**config.mk**
```make
export PLATFORM = sky130hd
export DESIGN_NAME = tinycpu_trace_unit
export DESIGN_NICKNAME = d
export VERILOG_FILES = /design/src/rtl/tinycpu_pkg.sv /design/src/rtl/trace_fifo.sv /design/src/rtl/tinycpu_trace_unit.sv
export SDC_FILE = /design/constraint.sdc
export NUM_CORES = 1
export LEC_CHECK = 0
export BUFFER_PORTS_ARGS = -buffer_cell sky130_fd_sc_hd__buf_4
export CAP_MARGIN = 25
export CORE_AREA = 10 10 153 119
export CTS_CLUSTER_DIAMETER = 100
export DETAILED_ROUTE_END_ITERATION = 7
export DIE_AREA = 0 0 163 129
export GPL_TIMING_DRIVEN = 0
export MAX_ROUTING_LAYER = met4
export PLACE_DENSITY = 0.87
export SLEW_MARGIN = 40
export SYNTH_ARGS = -nofsm -noshare
export SYNTH_HDL_FRONTEND = slang
export SYNTH_SLANG_ARGS = --single-unit
```
**constraint.sdc**
```tcl
create_clock -name clk -period 3.1 [get_ports clk]
set_input_delay 0.62 -clock clk [delete_from_list [all_inputs] [get_ports clk]]
set_output_delay 0.62 -clock clk [all_outputs]
set_load 0.01 [all_outputs]
```
**src/rtl/tinycpu_pkg.sv**
```systemverilog
// Shared definitions for the tinycpu trace slice.
//   core_state_e : one-hot control-state encodings of the core that matter to the tracer
//   OP_JMP       : opcode class in instr[7:6] identifying a jump
//   REC_W        : width of one trace record {seq, A, B, M, P}
//   *_LSB        : bit offsets of each record field
//   pack_rec     : assembles a record from its fields
package tinycpu_pkg;

   typedef enum logic [5:0] {
      ST_EXEC = 6'b001000,
      ST_IDLE = 6'b100000
   } core_state_e;

   localparam logic [1:0]  OP_JMP  = 2'b11;
   localparam int unsigned REC_W   = 40;
   localparam int unsigned SEQ_LSB = 32;
   localparam int unsigned A_LSB   = 24;
   localparam int unsigned B_LSB   = 16;
   localparam int unsigned M_LSB   = 8;
   localparam int unsigned P_LSB   = 0;

   function automatic logic [REC_W-1:0] pack_rec(input logic [7:0] seq,
                                                 input logic [7:0] a,
                                                 input logic [7:0] b,
                                                 input logic [7:0] m,
                                                 input logic [7:0] p);
      logic [REC_W-1:0] rec;
      rec                = '0;
      rec[SEQ_LSB +: 8]  = seq;
      rec[A_LSB   +: 8]  = a;
      rec[B_LSB   +: 8]  = b;
      rec[M_LSB   +: 8]  = m;
      rec[P_LSB   +: 8]  = p;
      return rec;
   endfunction

endpackage

```
**src/rtl/trace_fifo.sv**
```systemverilog
// Synchronous FIFO holding trace records.
//   clk      : clock, all updates on posedge
//   reset    : asynchronous active-low reset, empties the FIFO
//   wr_en    : push request (ignored when full unless a pop happens the same cycle)
//   wr_data  : record to push
//   rd_en    : pop request (ignored when empty)
//   rd_data  : head record, zero while empty
//   empty    : no entries stored
//   full     : DEPTH entries stored
module trace_fifo
   import tinycpu_pkg::*;
#(
   parameter int unsigned DEPTH = 4
) (
   input  logic             clk,
   input  logic             reset,
   input  logic             wr_en,
   input  logic [REC_W-1:0] wr_data,
   input  logic             rd_en,
   output logic [REC_W-1:0] rd_data,
   output logic             empty,
   output logic             full
);

   localparam int unsigned AW = $clog2(DEPTH);

   // Pointers carry one extra wrap bit to tell full from empty.
   logic [AW:0]      wr_ptr;
   logic [AW:0]      rd_ptr;
   logic [REC_W-1:0] mem [DEPTH];
   logic             do_wr;
   logic             do_rd;

   assign empty = (wr_ptr == rd_ptr);
   assign full  = (wr_ptr[AW] != rd_ptr[AW]) && (wr_ptr[AW-1:0] == rd_ptr[AW-1:0]);

   assign do_rd = rd_en && !empty;
   // A push into a full FIFO is legal when the head leaves in the same cycle.
   assign do_wr = wr_en && (!full || do_rd);

   always_ff @(posedge clk or negedge reset) begin
      if (!reset) begin
         wr_ptr <= '0;
         rd_ptr <= '0;
      end else begin
         if (do_wr) wr_ptr <= wr_ptr + 1'b1;
         if (do_rd) rd_ptr <= rd_ptr + 1'b1;
      end
   end

   always_ff @(posedge clk) begin
      if (do_wr) mem[wr_ptr[AW-1:0]] <= wr_data;
   end

   assign rd_data = empty ? '0 : mem[rd_ptr[AW-1:0]];

endmodule

```
**src/rtl/tinycpu_trace_unit.sv**
```systemverilog
// Retirement tracer for the tinycpu core.
//   clk          : system clock
//   reset        : asynchronous active-low reset
//   state_in     : core one-hot control state
//   instr_in     : current instruction
//   ra_in..rp_in : architectural registers A, B, M, P
//   trace_valid  : head record available
//   trace_ready  : consumer accepts head
//   trace_data   : head record {seq, A, B, M, P}
//   halted       : sticky jump-to-self detected
//   instr_count  : saturating count of retire events
//   drop_count   : saturating count of records lost to a full FIFO
//   overflow     : sticky, at least one record dropped
module tinycpu_trace_unit
   import tinycpu_pkg::*;
#(
   parameter int unsigned DEPTH  = 4,
   parameter int unsigned CNT_W  = 16,
   parameter int unsigned DROP_W = 8
) (
   input  logic              clk,
   input  logic              reset,
   input  logic [5:0]        state_in,
   input  logic [7:0]        instr_in,
   input  logic [7:0]        ra_in,
   input  logic [7:0]        rb_in,
   input  logic [7:0]        rm_in,
   input  logic [7:0]        rp_in,
   output logic              trace_valid,
   input  logic              trace_ready,
   output logic [REC_W-1:0]  trace_data,
   output logic              halted,
   output logic [CNT_W-1:0]  instr_count,
   output logic [DROP_W-1:0] drop_count,
   output logic              overflow
);

   logic             prev_idle;
   logic [7:0]       seq;
   logic             is_idle;
   logic             retire;
   logic             event_ok;
   logic             pop;
   logic             push;
   logic             drop;
   logic             fifo_empty;
   logic             fifo_full;
   logic [7:0]       rp_dec;
   logic             halt_hit;
   logic [REC_W-1:0] rec;

   assign is_idle  = (state_in == ST_IDLE);
   assign retire   = is_idle && !prev_idle;
   assign event_ok = retire && !halted;

   assign trace_valid = !fifo_empty;
   assign pop         = trace_valid && trace_ready;
   assign push        = event_ok && (!fifo_full || pop);
   assign drop        = event_ok && fifo_full && !pop;

   // P already points past the jump, so P-1 == M means the jump targets itself.
   assign rp_dec   = rp_in - 8'd1;
   assign halt_hit = (state_in == ST_EXEC) && (instr_in[7:6] == OP_JMP) && (rp_dec == rm_in);

   assign rec = pack_rec(seq, ra_in, rb_in, rm_in, rp_in);

   always_ff @(posedge clk or negedge reset) begin
      if (!reset) begin
         prev_idle   <= 1'b0;
         seq         <= '0;
         halted      <= 1'b0;
         instr_count <= '0;
         drop_count  <= '0;
         overflow    <= 1'b0;
      end else begin
         prev_idle <= is_idle;
         if (halt_hit) halted <= 1'b1;
         if (event_ok) begin
            // seq advances on drops too, so the consumer can see the gap.
            seq <= seq + 8'd1;
            if (instr_count != '1) instr_count <= instr_count + 1'b1;
         end
         if (drop) begin
            overflow <= 1'b1;
            if (drop_count != '1) drop_count <= drop_count + 1'b1;
         end
      end
   end

   trace_fifo #(
      .DEPTH (DEPTH)
   ) u_fifo (
      .clk     (clk),
      .reset   (reset),
      .wr_en   (push),
      .wr_data (rec),
      .rd_en   (pop),
      .rd_data (trace_data),
      .empty   (fifo_empty),
      .full    (fifo_full)
   );

endmodule

```
==> results of run 1 <==
logic make-up after synthesis:
group	count (synthesis)
XOR/XNOR	44
buffers and inverters	25
flip-flops	201
adder cells (fa/ha/maj)	9
AO/OA/AOI/OAI	11
AND/OR/NAND/NOR	116
multiplexers	45
through the flow:
step	hold WS, ns	cells
3_5_place_dp	0.453	765
4_1_cts	0.125	801
5_1_grt	0.146	801
2_1_floorplan	0.324	451
3_3_place_gp	0.443	765
6_report	0.117	801
worst max-delay path, delay by kind of cell (launching register included):
kind | cells | cell delay (ns)
simple gates | 2 | 0.35
flops | 1 | 0.35
xor+xnor | 1 | 0.30
buf+inv | 4 | 0.90
final cells by class:
class | instances | area (um2) | share of cell area [%]
buffer | 16 | 96.3 | 0.972
clock buffer | 26 | 523 | 5.28
clock inverter | 10 | 63.8 | 0.644
inverter | 8 | 30.0 | 0.303
multi-input combinational | 225 | 2280 | 23.1
sequential | 201 | 5830 | 58.8
tap | 205 | 256 | 2.59
timing repair buffer | 110 | 826 | 8.33
state kept, by name, summed over array words and instances (netlist names):
| register | cells |
|---|---|
| drop_count | 8 |
| u_fifo.wr_ptr | 3 |
| instr_count | 16 |
| u_fifo.rd_ptr | 3 |
| overflow | 1 |
| seq | 8 |
| prev_idle | 1 |
| halted | 1 |
| u_fifo.mem | 160 |
power breakdown:
part	internal (mW)	switching, mW
Clock	1.20	0.957
Sequential	3.01	0.111
Combinational	1.31	1.22
cell usage after synthesis (8+ instances only):
cell / instances
clkbuf_1: 10
dfrtp_1: 41
edfxtp_1: 160
ha_1: 9
inv_1: 8
mux4_2: 40
nand2_1: 14
nand3_1: 10
nand4_1: 16
nor2b_1: 41
xnor2_1: 33
xor2_1: 10
worst max path at each step:
stage	startpoint	endpoint	slack [ns]
after global routing	u_fifo.rd_ptr[1]	trace_data[3]	-0.03
after detailed placement	state_in[1]	u_fifo.mem[3][18]	-0.09
after global placement	state_in[1]	u_fifo.mem[2][25]	-0.39
final	u_fifo.rd_ptr[1]	trace_data[3]	0.08
after floorplan	state_in[1]	u_fifo.mem[0][0]	0.14
after CTS	u_fifo.rd_ptr[0]	trace_data[32]	0.01
metal layers:
metal,routed length [um],track usage [%]
met5,0,-
met3,1030,4.14
met4,320,3.49
met2,8220,25.8
met1,7100,20.6
repair_timing:
| action | in CTS | in global routing |
|---|---|---|
| buffers inserted | 0 | 1 |
| endpoints found under the setup margin | 40 | 40 |
| pin swaps | 0 | 1 |
| resized for setup | 6 | 9 |
==> run_results.csv, run 1 <==
group,metric,value,unit
outcome,status,"complete, no violations",
power,powerDensity,787,nW/um2
yosys,synth_nets,509,
run,maxCapViolations,0,
yosys,synth_cell_types,44,
yosys,synthAdderAreaFrac,1.37,%
clock_tree,cts_max_level,1,
timing,finalSetupViolations,0,
route,wl_per_cell,20.8,um
yosys,async_flop_share,20.4,%
placed_design,dp_hpwl,10.7,mm
die,io_pins,116,
finish,fillCellCount,1033,
finish,drive_above_1_share,34.9,%
timing,skew,0.0173,ns
finish,mostFrequentLayoutCells,"edfxtp_1, buf_4, nor2b_1, dfrtp_1, mux4_2",
timing,period_share,97.5,%
timing,finalWorstSetupSlack,0.0765,ns
route,num_vias,4436,
worst_setup_path,cp-start-kind,"register",
yosys,yosys.area_share.simple,8.84,%
route,wirelength,16.7,mm
yosys,ys_ff_latch,201,
yosys,ys_top_cells_by_area,"edfxtp_1, dfrtp_1, mux4_2",
die,dieArea,21000,um2
worst_setup_path,critical_path.max_stage_delay,0.35,ns
worst_setup_path,crit_path_end_kind,"output pin",
grt,grt_pass1_wl,26.1,mm
grt,grt_pass1_vias,4814,
worst_setup_path,path_max_fanout,10,
placed_design,gp_congestion,0.830,
grt,grt_start_max_net_pins,42,
worst_setup_path,rr_startpoint,"halted",
clock_tree,cts_buffers,20,
placed_design,pre_cts_ws,-0.0910,ns
worst_setup_path,cp.arrival,2.40,ns
power,power_leakage,3.77,nW
hold_path,min-delay-path-class,"in -> async",
power,p_total,7.80,mW
yosys,synth_mux_area_share,11.6,%
worst_setup_path,regToRegEndpoint,"u_fifo.mem[3][8]",
clock_tree,insertion_delay,0.49,ns
die,floorplan.initialDensity,54.3,%
clock_tree,clkSlewWorstSetupHoldPaths,0.06,ns
worst_setup_path,path_cells,"clkbuf_1, xor2_1, nor3b_2, buf_4, clkbuf_2, nor2b_1, buf_4",
worst_setup_path,cp_slowest_cell,"dfrtp_1",
route,dr.pass1.iters,4,
yosys,synth_compound_area_share,0.960,%
die,die_w,163,um
route,drtAntennaViolNets,0,
finish,syn_to_final_growth,20.7,%
finish,post-route-util,65.5,%
finish,antennaDiodeCount,0,
grt,grt_use_total,16.2,%
worst_setup_path,reg2reg_slack,0.71,ns
yosys,ys_dominant_reg_cell,"edfxtp_1",
worst_setup_path,path_class,"reg -> out",
clock_tree,cts.sinks,201,
yosys,synth_top_area_share,58.5,%
timing,tightestPinTransition,0.666,ns
yosys,netlist_instances,451,
die,rows,39,
finish,fin_nets,640,
yosys,synth_xor_area_share,4.79,%
yosys,postSynthAreaPerCell,18.2,um2
placed_design,place_area,9300,um2
clock_tree,cts_root_buffer,"clkbuf_16",
timing,slew_violations,0,
yosys,synth_warnings,0,
worst_setup_path,path_common_cell,"buf_4",
timing,fmax,331,MHz
worst_setup_path,crit_required,2.48,ns
route,drc_errors,0,
yosys,yosysTopAreaCell,"edfxtp_1",
timing,hold_violations,0,
clock_tree,hold_buffers,0,
yosys,synth_edf_count,160,
die,die_h,129,um
route,drt-vias-per-instance,5.54,
timing,slew_headroom,55.6,%
yosys,synth_area,8210,um2
placed_design,io_buffers,109,
yosys,yosysSeqAreaShare,71.0,%
grt,grt_overflow,0,
power,worst_ir_drop_vdd,0.388,mV
die,core_area,15100,um2
timing,setup_tns,0,ns
clock_tree,clock_path_buffers,3,
worst_setup_path,rr_worst_depth,4,
finish,layout_commonest_cell,"edfxtp_1",
clock_tree,cts_tree,"done",
grt,antenna_found_initial,0,
route,drtIter0Drc,327,
timing,layout_min_cycle_time,3.02,ns
finish,finalInstanceArea,9910,um2
yosys,synth_top_family_by_area,"multiplexers",
Note: power is estimated with default switching activity, not from simulation.
==> run 2: changes to the inputs <==
==> constraint.sdc (replaced) <==
create_clock -name clk -period 3.1 [get_ports clk]
set_input_delay 0.62 -clock clk [delete_from_list [all_inputs] [get_ports clk]]
set_output_delay 0.62 -clock clk [all_outputs]
set_load 0.05 [all_outputs]
==> run_results.csv, run 2 (same netlist as run 1, synthesis figures left out) <==
group,metric,value,unit
finish,syn_to_final_growth,20.7,%
timing,slew_violations,0,
route,num_vias,4417,
timing,hold_violations,0,
finish,post-route-util,65.5,%
power,powerDensity,920,nW/um2
clock_tree,insertion_delay,0.49,ns
worst_setup_path,cp-start-kind,"register",
timing,slew_headroom,55.5,%
power,power_leakage,3.77,nW
die,floorplan.initialDensity,54.3,%
clock_tree,clkSlewWorstSetupHoldPaths,0.06,ns
finish,mostFrequentLayoutCells,"edfxtp_1, buf_4, nor2b_1, dfrtp_1, mux4_2",
power,p_seq_share,34.4,%
timing,setup_tns,0,ns
outcome,status,"complete, no violations",
clock_tree,cts_buffers,20,
power,p_total,9.11,mW
finish,antennaDiodeCount,0,
clock_tree,cts_root_buffer,"clkbuf_16",
finish,layout_commonest_cell,"edfxtp_1",
power,p_switching,3.57,mW
finish,largest_register_ffs,160,
placed_design,place_area,9300,um2
worst_setup_path,crit_path_end_kind,"output pin",
route,drtAntennaViolNets,0,
timing,layout_min_cycle_time,2.94,ns
power,worst_ir_drop_vdd,0.469,mV
die,die_h,129,um
finish,drive_above_1_share,34.8,%
grt,met1_usage,20.6,%
die,rows,39,
placed_design,dp_hpwl,10.7,mm
route,dr.pass1.iters,4,
power,pwr-share-clk,23.6,%
worst_setup_path,crit_required,2.48,ns
die,io_pins,116,
finish,fin_nets,639,
clock_tree,cts.sinks,201,
power,p_sw_share,39.2,%
placed_design,pre_cts_ws,-0.0910,ns
placed_design,io_buffers,109,
grt,met2_usage,25.8,%
clock_tree,clock_path_buffers,3,
hold_path,min-delay-path-class,"in -> async",
route,drt-vias-per-instance,5.52,
worst_setup_path,path_class,"reg -> out",
die,core_area,15100,um2
worst_setup_path,cp.arrival,2.32,ns
grt,grt_use_total,16.2,%
grt,gr-max-usage-layer,"met2",
run,maxCapViolations,0,
timing,skew,0.0153,ns
clock_tree,cts_max_level,1,
worst_setup_path,path_max_fanout,10,
die,die_w,163,um
placed_design,gp_congestion,0.830,
power,internal-power,5.54,mW
route,wl_per_cell,20.8,um
route,drc_errors,0,
finish,fillCellCount,1033,
grt,antenna_found_initial,0,
grt,grtUsageMet3,4.14,%
grt,grt_pass1_wl,26.1,mm
timing,tightestPinTransition,0.661,ns
timing,hold_slack,0.115,ns
grt,grt_overflow,0,
route,wirelength,16.6,mm
timing,period_share,94.9,%
finish,final_cells,800,
clock_tree,cts_tree,"done",
timing,fmax,340,MHz
power,pwr-share-comb,42.0,%
grt,grt_pass1_vias,4814,
die,dieArea,21000,um2
timing,finalWorstSetupSlack,0.158,ns
finish,finalInstanceArea,9910,um2
route,drtIter0Drc,341,
timing,rsz0062_at_grt,"no",
grt,grt_start_max_net_pins,42,
placed_design,place_inst,765,
timing,finalSetupViolations,0,
run 2: changes by cell type in the layout (fill, tap and decap cells not counted):
cell      change
clkbuf_2      -1
run 2: timing repair:
item / in CTS / in global routing
resized for setup: 7 / 5
setup endpoints to repair: 40 / 40
setup buffers: 0 / 1
pin swaps: 0 / 1
hold buffers: 0 / 0
run 2: layer usage:
layer	wire length, um	vias up
met1	6980	2228
met4	316	0
met5	0	-
met2	8250	150
met3	1090	31
li1	-	2008
run 2: layout make-up:
class | instances | area (um2) | area share (%)
repair buffers | 110 | 826 | 8.34
clock inverters | 10 | 63.8 | 0.644
clock buffers | 26 | 523 | 5.28
inverters | 8 | 30.0 | 0.303
plain buffers | 15 | 91.3 | 0.922
multi-input cells | 225 | 2280 | 23.1
well taps | 205 | 256 | 2.59
flip-flops and latches | 201 | 5830 | 58.9
run 2: path summary, 6_finish.rpt:
check                                 start           endpoint  slack (ns)  cells past startpoint
min                                   reset    instr_count[13]        0.12                      1
min in group clk                   rb_in[5]  u_fifo.mem[0][21]        0.33                      1
max                        u_fifo.rd_ptr[1]      trace_data[3]        0.16                      6
max in group asynchronous             reset      drop_count[3]        2.62                      1
max reg2reg                          halted   u_fifo.mem[3][8]        0.71                      4
min reg2reg                        overflow           overflow        0.47                      1
run 2: worst max-delay path, stage by stage (launching register included):
cell      delay (ns)
dfrtp_1         0.53
xor2_1          0.30
nor3b_2         0.08
buf_4           0.16
clkbuf_2        0.23
nor2b_1         0.29
buf_4           0.25
run 2: power groups by stage:
| stage | registers, mW | logic, mW | clock network, mW |
|---|---|---|---|
| 2_1_floorplan | 3.19 | 2.69 | 0 |
| 3_3_place_gp | 3.14 | 3.81 | 0 |
| 3_5_place_dp | 3.15 | 3.87 | 0 |
| 4_1_cts | 3.10 | 3.91 | 2.20 |
| 5_1_grt | 3.15 | 4.05 | 2.30 |
| 6_report | 3.13 | 3.83 | 2.15 |
